--- src/rtl/lifo_stack_param.sv ---
// Purpose : parameterised LIFO stack with a registered pop port, a combinational
//           top-of-stack peek, occupancy flags and sticky overflow/underflow flags.
// Latency : a pop (or push+pop) shows on dataout with dout_valid one clock after
//           the accepting edge; top/count/flags follow the registered state with
//           no added delay.
// Backpressure : none. A push to a full stack is dropped and sets overflow. A pop
//           from an empty stack is ignored and sets underflow. A push+pop pair is
//           always accepted.
// Ports   : clock, reset (sync, active-high)
//           wn/rn = push/pop requests, datain = push data, err_clr = clear sticky errors
//           dataout/dout_valid = popped word and its one-cycle strobe
//           top = peek of the top entry (0 when empty), count = stored entries
//           full/empty/almost_full = occupancy decodes, overflow/underflow = sticky errors
module lifo_stack_param #(
  parameter int WIDTH    = 8,
  parameter int DEPTH    = 8,
  parameter int AF_LEVEL = DEPTH - 1
) (
  input  logic                         clock,
  input  logic                         reset,
  input  logic                         wn,
  input  logic                         rn,
  input  logic                         err_clr,
  input  logic [WIDTH-1:0]             datain,
  output logic [WIDTH-1:0]             dataout,
  output logic                         dout_valid,
  output logic [WIDTH-1:0]             top,
  output logic [$clog2(DEPTH+1)-1:0]   count,
  output logic                         full,
  output logic                         empty,
  output logic                         almost_full,
  output logic                         overflow,
  output logic                         underflow
);

  localparam int CW = $clog2(DEPTH + 1);
  localparam int IW = $clog2(DEPTH);
  localparam logic [CW-1:0] DEPTH_C = CW'(DEPTH);
  // A threshold above DEPTH can never be reached; keep it from truncating into a small value.
  localparam bit            AF_NEVER = (AF_LEVEL > DEPTH);
  localparam logic [CW-1:0] AF_C     = AF_NEVER ? DEPTH_C : CW'(AF_LEVEL);

  logic [WIDTH-1:0] mem [DEPTH];

  logic [CW-1:0] cnt_m1;
  logic [IW-1:0] top_idx;
  logic [IW-1:0] wr_idx;
  logic          push_only;
  logic          pop_only;
  logic          both;
  logic          push_ok;
  logic          pop_ok;

  assign push_only = wn & ~rn;
  assign pop_only  = rn & ~wn;
  assign both      = wn & rn;

  assign push_ok = push_only & ~full;
  assign pop_ok  = pop_only & ~empty;

  // cnt_m1 wraps when empty, but top_idx is only used behind an !empty qualifier.
  assign cnt_m1  = count - CW'(1);
  assign top_idx = cnt_m1[IW-1:0];
  assign wr_idx  = count[IW-1:0];

  assign full        = (count == DEPTH_C);
  assign empty       = (count == '0);
  assign almost_full = !AF_NEVER && (count >= AF_C);

  // Gating on empty hides stale (or never-reset) memory contents.
  assign top = empty ? '0 : mem[top_idx];

  // Storage carries no reset; only entries below count are ever visible.
  always_ff @(posedge clock) begin
    if (!reset) begin
      if (push_ok) begin
        mem[wr_idx] <= datain;
      end else if (both && !empty) begin
        mem[top_idx] <= datain;
      end
    end
  end

  always_ff @(posedge clock) begin
    if (reset) begin
      count      <= '0;
      dataout    <= '0;
      dout_valid <= 1'b0;
      overflow   <= 1'b0;
      underflow  <= 1'b0;
    end else begin
      // Push+pop leaves count alone, so it can neither overflow nor underflow.
      if (push_ok) begin
        count <= count + CW'(1);
      end else if (pop_ok) begin
        count <= cnt_m1;
      end

      dout_valid <= pop_ok | both;

      // Push+pop on an empty stack passes datain straight through.
      if (both) begin
        dataout <= empty ? datain : mem[top_idx];
      end else if (pop_ok) begin
        dataout <= mem[top_idx];
      end

      // A new error event wins over a simultaneous clear.
      overflow  <= (push_only & full)  | (overflow  & ~err_clr);
      underflow <= (pop_only  & empty) | (underflow & ~err_clr);
    end
  end

endmodule

--- config.mk ---
export PLATFORM = sky130hd
export DESIGN_NAME = lifo_stack_param
export DESIGN_NICKNAME = d
export VERILOG_FILES = /design/src/rtl/lifo_stack_param.sv
export SDC_FILE = /design/constraint.sdc
export NUM_CORES = 1
export LEC_CHECK = 0
export CORE_MARGIN = 2
export CORE_UTILIZATION = 40
export CTS_CLUSTER_SIZE = 20
export DETAILED_ROUTE_END_ITERATION = 16
export PLACE_DENSITY = 0.69
export SLEW_MARGIN = 10
export SYNTH_ARGS = -nofsm -noshare
export SYNTH_HDL_FRONTEND = slang
export SYNTH_SLANG_ARGS = --single-unit
--- constraint.sdc ---
create_clock -name clock -period 4.4 [get_ports clock]
set_input_delay 0.44 -clock clock [delete_from_list [all_inputs] [get_ports clock]]
set_output_delay 0.44 -clock clock [all_outputs]
set_load 0.01 [all_outputs]
==> results list, run 1 <==
- Layout Skew: slightly below 0.007 ns
- Reg2reg setup slack: 0.95 ns
* H-tree lvl count: 3
- Number of gates resized after CTS: 0
* Post-synthesis register bit count: slightly below 80
- Across all layers, the routed design uses 2,127 vias.
* Data required time at the worst endpoint: between 3 and 4 ns
* Die Y: 98.0 µm
- HPWL after detailed placement: 4.91 mm
- Class of the most critical setup path: reg2out
* Category of the worst setup path capture point: primary output
- Nets: 301
- Cells after Synth: 243
* Drt pass-1 iters: 4
- Port-buffer cells: 38
- Areal power density over the cells: 495 nW/µm²
* Largest net degree at the start of global routing: 39
* Last weighted congestion value of the routability-driven placer: 0.781
- Once the clock tree was built, the setup fixing pass inserted 0 buffers.
* Area of the die: 9600 µm²
- The startpoint identified for the worst hold timing path is dataout[7].
* Capture point of the worst reg-to-reg path: mem[4][4]
- At the pin with the least slew margin, the transition time is 1.08 ns.
- Number of sinks driven by the clock tree: 79
- Highest fanout seen on the critical path: 38
- Standby leakage power: around 0.0014 µW
* Post-detailed-route DRC marker count: 0
* Post-CTS Hold Fix Bufs: 0
- Overflow left after global routing: 0
* Data arrival at the endpoint of the critical path: 3.68 ns
- The number of global-route vias before repair is 2,089.
- STA classifies the critical path startpoint as a register.
* Minimum setup slack in the final design: between 0.2 and 0.3 ns
* Startpoint of the most critical register-to-register path: count[0]
- Global-route wire length before repair: 11.7 mm
* Setup repair after global routing missed its margin: no
- TritonCTS built the clock tree.
- Number of inserted filler cells in the final layout: ~740
* Worst ir drop on vdd: 0.357 mV
- Clock root cell: clkbuf_8
- Share of cells above drive strength 1: 0.155
- Tightest slew margin relative to the limit: 0.277
- GR Util All Layers: 0.161
* Leading post-synthesis cells by cell area: edfxtp_1, mux2i_1, dfxtp_1, mux4_2, nor3_1
- In this run the standard cell core region covers 8640 µm².
- Biggest area consumer among synthesized cells: edfxtp_1
- Derived from the worst setup path, the maximum achievable clock frequency is ~240 MHz.
* Initial Util: 0.409
- In this run, the number of DRC markers left after iteration 0 of detailed routing was approximately 210.
- Antenna Diode Count: 0
- I/O pin cnt: 39
* Clock period minus final worst setup slack: 4.12 ns
- Summed over all layers, the routed wires come to ~7.5 mm.
- Counting tap cells, the placed design contains a total of between 300 and 400 instances.
- WL per Instance: 18.8 µm
- Filler-free cell count of the finished design: ~400
* Number of distinct library cells after synthesis: 42
- Run status: complete, no violations
* Num rows: 34
- The area growth from synthesis to layout is 17.9%.
- Number of buffers created by CTS: 9
* Sum Neg Setup Slack: 0 ns
- The number of antenna violations at the first check in global routing was 0.
- Hold depth: 2
- Die width: 98.0 µm
* Overall Power: 2060 µW
- Worst min-delay path class: reg2reg
* Setup Slack @ Placement: roughly 0.68 ns
- The number of nets handed over by synthesis was 258.
- Ratio of final minimum period to clock period: 0.936
* Worst Hold Path EP: dataout[7]
- Synthesized area per cell: between 10 and 15 µm²
- Total standard cell area after synthesis: around 3500 µm²
* Proportion of synthesized chip area in sequential cells: 0.629
* Final Hold Vio Count: 0
* Reg2Reg Depth: 7
- Max-cap violations: 0
- Post-CTS clock slew at the launch and capture registers of the worst setup and hold paths: 0.08 ns
- Setup violations remaining at the end of the flow were counted as 0.
- Residual antenna-violating net count after detailed routing: 0
* Max-slew violation total from the final report: 0
- Portion of synthesized cell area occupied by the leading cell type: 0.544
- Clock latency at the later pin of the worst-skew pair: ~0.35 ns
- After detailed routing, the number of vias per cell comes to roughly 5.3.
* Deepest clock path buffer count: 2
- Yosys synthesis warning count: 0
## how the worst max path moves through the flow
stage / slack (ns) / start / depth (start not counted) / to
floorplan: 1.78 / count[0] / 9 / top[0]
global placement: 0.71 / count[0] / 6 / top[3]
detailed placement: 0.68 / count[0] / 6 / top[3]
CTS: 0.29 / count[0] / 6 / top[3]
global route: 0.10 / count[0] / 6 / top[3]
finish: 0.28 / count[0] / 6 / top[3]
## placed cells by master, fill, tap and decap left out, drive strengths merged
| cell type | instances |
|---|---|
| clkbuf | 11 |
| o21bai | 4 |
| nor4 | 4 |
| o21a | 1 |
| a21oi | 11 |
| nand3 | 2 |
| nand3b | 1 |
| clkinv | 4 |
| a211o | 8 |
| a21o | 1 |
| inv | 6 |
| nor2 | 21 |
| edfxtp | 64 |
| nor3 | 18 |
| nand4b | 1 |
| and3 | 1 |
| and3b | 1 |
| buf | 9 |
| a311o | 1 |
| nand2b | 2 |
| or3b | 1 |
| mux2i | 33 |
| ha | 2 |
| dfxtp | 15 |
| xor2 | 1 |
| o21ai | 2 |
| mux4 | 8 |
| o22ai | 1 |
| nand2 | 9 |
| nor2b | 3 |
| xnor2 | 1 |
| nor3b | 2 |
| mux2 | 1 |
| bufinv | 1 |
| or3 | 1 |
| a32oi | 1 |
| clkdlybuf4s50 | 38 |
## cell type report
class | instances | area, µm² | share of cell area
clock buffer | 11 | 131 | 0.0315
tap | 108 | 135 | 0.0324
timing repair buffer | 47 | 448 | 0.108
inverter | 6 | 25.0 | 0.00601
sequential | 79 | 2220 | 0.533
multi-input combinational | 143 | 1160 | 0.277
clock inverter | 5 | 48.8 | 0.0117
## through the flow
stage | hold slack [ns] | util | area [µm²]
global route | 0.497 | 0.482 | 4170
floorplan | 0.492 | - | 3530
global placement | 0.456 | 0.462 | 3990
CTS | 0.474 | 0.482 | 4170
detailed placement | 0.462 | 0.462 | 3990
finish | 0.470 | 0.482 | 4170
## metal layers
| layer | vias up | share of wire | GRT usage |
|---|---|---|---|
| li1 | 1015 | - | - |
| met1 | 1054 | 0.46 | 0.220 |
| met2 | 48 | 0.48 | 0.255 |
| met3 | 10 | 0.040 | 0.0444 |
| met4 | 0 | 0.017 | 0.0459 |
| met5 | - | 0 | 0 |
## critical path: stages, from the launching register on
cell             delay [ns]
dfxtp_1                0.51
inv_2                  0.25
ha_2                   1.12
mux2i_1                0.22
mux4_2                 0.55
nor2_1                 0.10
clkdlybuf4s50_1        0.55
## synth_stat cells (all sizes together)
cell / count
mux4: 8
a21oi: 11
nor3b: 2
clkbuf: 1
a311o: 1
ha: 2
nand2: 9
a32oi: 1
and3b: 1
a211o: 8
xor2: 1
xnor2: 1
nand3: 2
or3b: 1
mux2i: 33
buf: 14
mux2: 1
nand2b: 2
inv: 6
or3: 1
edfxtp: 64
nor3: 18
o21bai: 4
dfxtp: 15
nand4b: 1
nor2: 21
a21o: 1
o21a: 1
o21ai: 2
and3: 1
nor4: 4
nand3b: 1
o22ai: 1
nor2b: 3
## logic make-up after synthesis
kind of cell	Yosys count	share of synthesized area
and+or+nand+nor	67	0.0970
AOI/OAI and AO/OA	30	0.0676
buffers and inverters	21	0.0446
adders and majority gates	2	0.00708
DFF	79	0.629
muxes	42	0.148
xor gates and xnor gates	2	0.00708
## sequential cells by signal (all words and copies together) (netlist names)
register,count
underflow,1
count,4
dataout,8
mem,64
dout_valid,1
overflow,1
## report_power, final
group	switching [µW]	total (µW)	internal, µW	leakage, µW
clock network	253	511	258	0.0000945
logic	353	675	321	0.000617
registers	27.2	875	848	0.000700
total	634	2060	1430	0.00141
Power figures use the tool's default switching activity.
==> run 2, diff against run 1 <==
--- a/config.mk
+++ b/config.mk
@@ -5,11 +5,11 @@
 export SDC_FILE = /design/constraint.sdc
 export NUM_CORES = 1
 export LEC_CHECK = 0
-export CORE_MARGIN = 2
 export CORE_UTILIZATION = 40
 export CTS_CLUSTER_SIZE = 20
 export DETAILED_ROUTE_END_ITERATION = 16
 export PLACE_DENSITY = 0.69
+export SETUP_SLACK_MARGIN = 0.2
 export SLEW_MARGIN = 10
 export SYNTH_ARGS = -nofsm -noshare
 export SYNTH_HDL_FRONTEND = slang
==> results list, run 2 (same netlist as run 1, synthesis figures left out) <==
- Layout Skew: 0.0141 ns (+0.00719 ns)
- The register share of total power was 0.412 (-0.013).
- The average detailed-routed wire length per instance came to 19.3 µm (+3.0%).
- The leakage power summed over all cells came to 0.00141 µW (about the same).
- Port-buffer cells: 38 (unchanged)
- Total wire length after detailed routing: 7.64 mm (+2.0%)
- The number of antenna-violating nets in the routed design was 0 (unchanged).
- The register with the most flip-flops in the final layout is mem.
* Area growth, synth to finish: 18.7%
- Die width: 96.0 µm (-2.0%)
* DR iter-0 viols: 199 (-5.7%)
- CTS placed an instance of clkbuf_8 at the clock tree root.
- The top fanout value on the critical path is 38 (unchanged).
- Global-route wire length before repair: 11.6 mm (-1.6%)
- Category of the worst setup path capture point: primary output
- Clock period minus final worst setup slack: 3.68 ns (-0.436 ns)
* Area of the die: 9210 µm² (-4.0%)
- Highest clock rate: 272 MHz (+12%)
* Most common library cell in the layout ignoring fill and taps: edfxtp_1
- Share of cells above drive strength 1: 0.159 (+0.00398)
- GR Util All Layers: 0.179 (+0.0180)
* Via count: 2,168 (+1.9%)
* Max-slew violation total from the final report: 0 (unchanged)
- Tightest slew margin relative to the limit: 0.372 (+0.0949)
- The transition time of the tightest slew-check pin came to 0.938 ns (-0.146 ns).
* Last weighted congestion value of the routability-driven placer: 0.820 (+5.0%)
* Data required time at the worst endpoint: 3.96 ns (about the same)
* Ratio of final minimum period to clock period: 0.837 (-0.0991)
* Largest net degree at the start of global routing: 39 (unchanged)
- The worst hold path belongs to the class reg2reg.
* Post-detailed-route DRC marker count: 0 (unchanged)
- H-tree lvl count: 3 (unchanged)
- Final Hold Vio Count: 0 (unchanged)
- Initial Util: 0.422 (+0.0124)
* Clock latency at the later pin of the worst-skew pair: 0.35 ns (about the same)
- Buffers inserted by post-CTS timing repair: 0 (unchanged)
- The slowest stage of the critical path belongs to the cell ha_4.
* Areal power density over the cells: 506 nW/µm² (+2.3%)
- Switching power as a share of total power: 0.306 (-0.00119)
* Max-cap violations: 0 (unchanged)
- The combinational share of power was 0.325 (-0.002).
* Cells traversed along the worst timing path: inv_2 -> ha_4 -> mux2i_1 -> mux4_2 -> nor2_1 -> clkdlybuf4s50_1
- The switching power came to 650 µW (+2.5%).
- The biggest cell delay along the critical path came to 0.75 ns (-0.37 ns).
- Post-CTS Hold Fix Bufs: 0 (unchanged)
- Core footprint: 8380 µm² (-2.9%)
- The cell row count came to 33 (-2.9%).
- The sum of net half-perimeters after detailed placement came to 4.70 mm (-4.3%).
* Post-DP Area: 3980 µm² (-0.28%)
- Number of sinks driven by the clock tree: 79 (unchanged)
- The proportion of power drawn by the clock network came to 0.263 (+0.015).
- The largest registers in the layout are mem (64), dataout (8), count (4).
- Deepest clock path buffer count: 2 (unchanged)
- Total setup violations reported at the end of the flow: 0 (unchanged)
- Run status: complete, no violations
- Number of buffers created by CTS: 9 (unchanged)
- The critical path is of the reg2out type.
- The final design area excluding fillers came to 4190 µm² (+0.66%).
* Setup repair after global routing missed its margin: no
- The via-per-instance ratio was 5.49 (+3.0%).
- The internal power summed over all cells was 1470 µW (+3.1%).
* Initial antenna violation count: 0 (unchanged)
- Hold depth: 2 (unchanged)
- CTS tree: built
- Drt pass-1 iters: 4 (unchanged)
* Sum Neg Setup Slack: 0 ns (unchanged)
* Die Y: 96.0 µm (-2.0%)
- Worst ir drop on vdd: 0.248 mV (-31%)
* Commonest cells after routing, fill and taps aside: edfxtp_1, clkdlybuf4s50_1, mux2i_1
- STA classifies the critical path startpoint as a register.
- Vias in the first global route: 2,027 (-3.0%)
- Reg2Reg Depth: 6 (-1)
- The number of diodes added for antenna fixing is 0 (unchanged).
- The clock-pin slew reported for the worst setup and hold paths after clock tree synthesis is 0.09 ns (about the same).
- Final Hold Slack: 0.471 ns (+0.00178 ns)
- Overflow left after global routing: 0 (unchanged)
- The number of primary I/O pins was 39 (unchanged).
* Number of gates resized after CTS: 0 (unchanged)
* Nets: 300 (-0.33%)
- Number of flip-flops under the largest register name: 64 (unchanged)
* Data arrival at the endpoint of the critical path: 3.24 ns (-0.44 ns)
## run 2: changes by cell type in the layout (fill, tap and decap cells not counted), sizes merged
| cell | delta |
|---|---|
| clkinv | -3 |
| buf | -1 |
| clkinvlp | +2 |
| clkbuf | +1 |
## run 2: critical path, delay by kind of cell (launching register included)
kind / cells / cell delay, ns
buffers and inverters: 2 / 0.81
adders and majority gates: 1 / 0.75
muxes: 2 / 0.67
DFF: 1 / 0.51
and+or+nand+nor: 1 / 0.13
## run 2: through the flow
stage          cells  utilization  setup slack [ns]  power, µW
3_3_place_gp     379        0.474             0.784       1570
4_1_cts          395        0.499             0.291       2130
2_1_floorplan    243            -              1.78       1370
3_5_place_dp     379        0.474             0.698       1570
5_1_grt          395        0.500             0.508       2220
6_report         395        0.500             0.718       2120
## run 2: power groups by stage
| stage | logic [µW] | registers [µW] | clock network (µW) |
|---|---|---|---|
| floorplan | 473 | 893 | 0 |
| global placement | 676 | 890 | 0 |
| detailed placement | 683 | 891 | 0 |
| CTS | 687 | 875 | 567 |
| global route | 735 | 880 | 606 |
| finish | 689 | 875 | 558 |
## run 2: area by class of cell
class / count / area [µm²]
Tap cell: 105 / 131
Multi-Input combinational cell: 143 / 1170
Timing Repair Buffer: 46 / 440
Fill cell: 728 / 4190
Clock buffer: 12 / 155
Sequential cell: 79 / 2220
Inverter: 6 / 25.0
Clock inverter: 4 / 53.8
## run 2: path summary, 6_finish.rpt
path | startpoint | endpoint | slack (ns)
hold / removal | dataout[7] | dataout[7] | 0.47
hold reg to reg | dataout[7] | dataout[7] | 0.47
setup / recovery | count[0] | top[3] | 0.72
setup reg to reg | count[0] | mem[0][2] | 1.22
## run 2: per-layer routing
layer,vias to the layer above,part of all wire,GRT usage
met5,-,0,0
met2,88,0.49,0.282
met1,1066,0.41,0.245
li1,1005,-,-
met4,0,0.014,0.0808
met3,9,0.083,0.0284
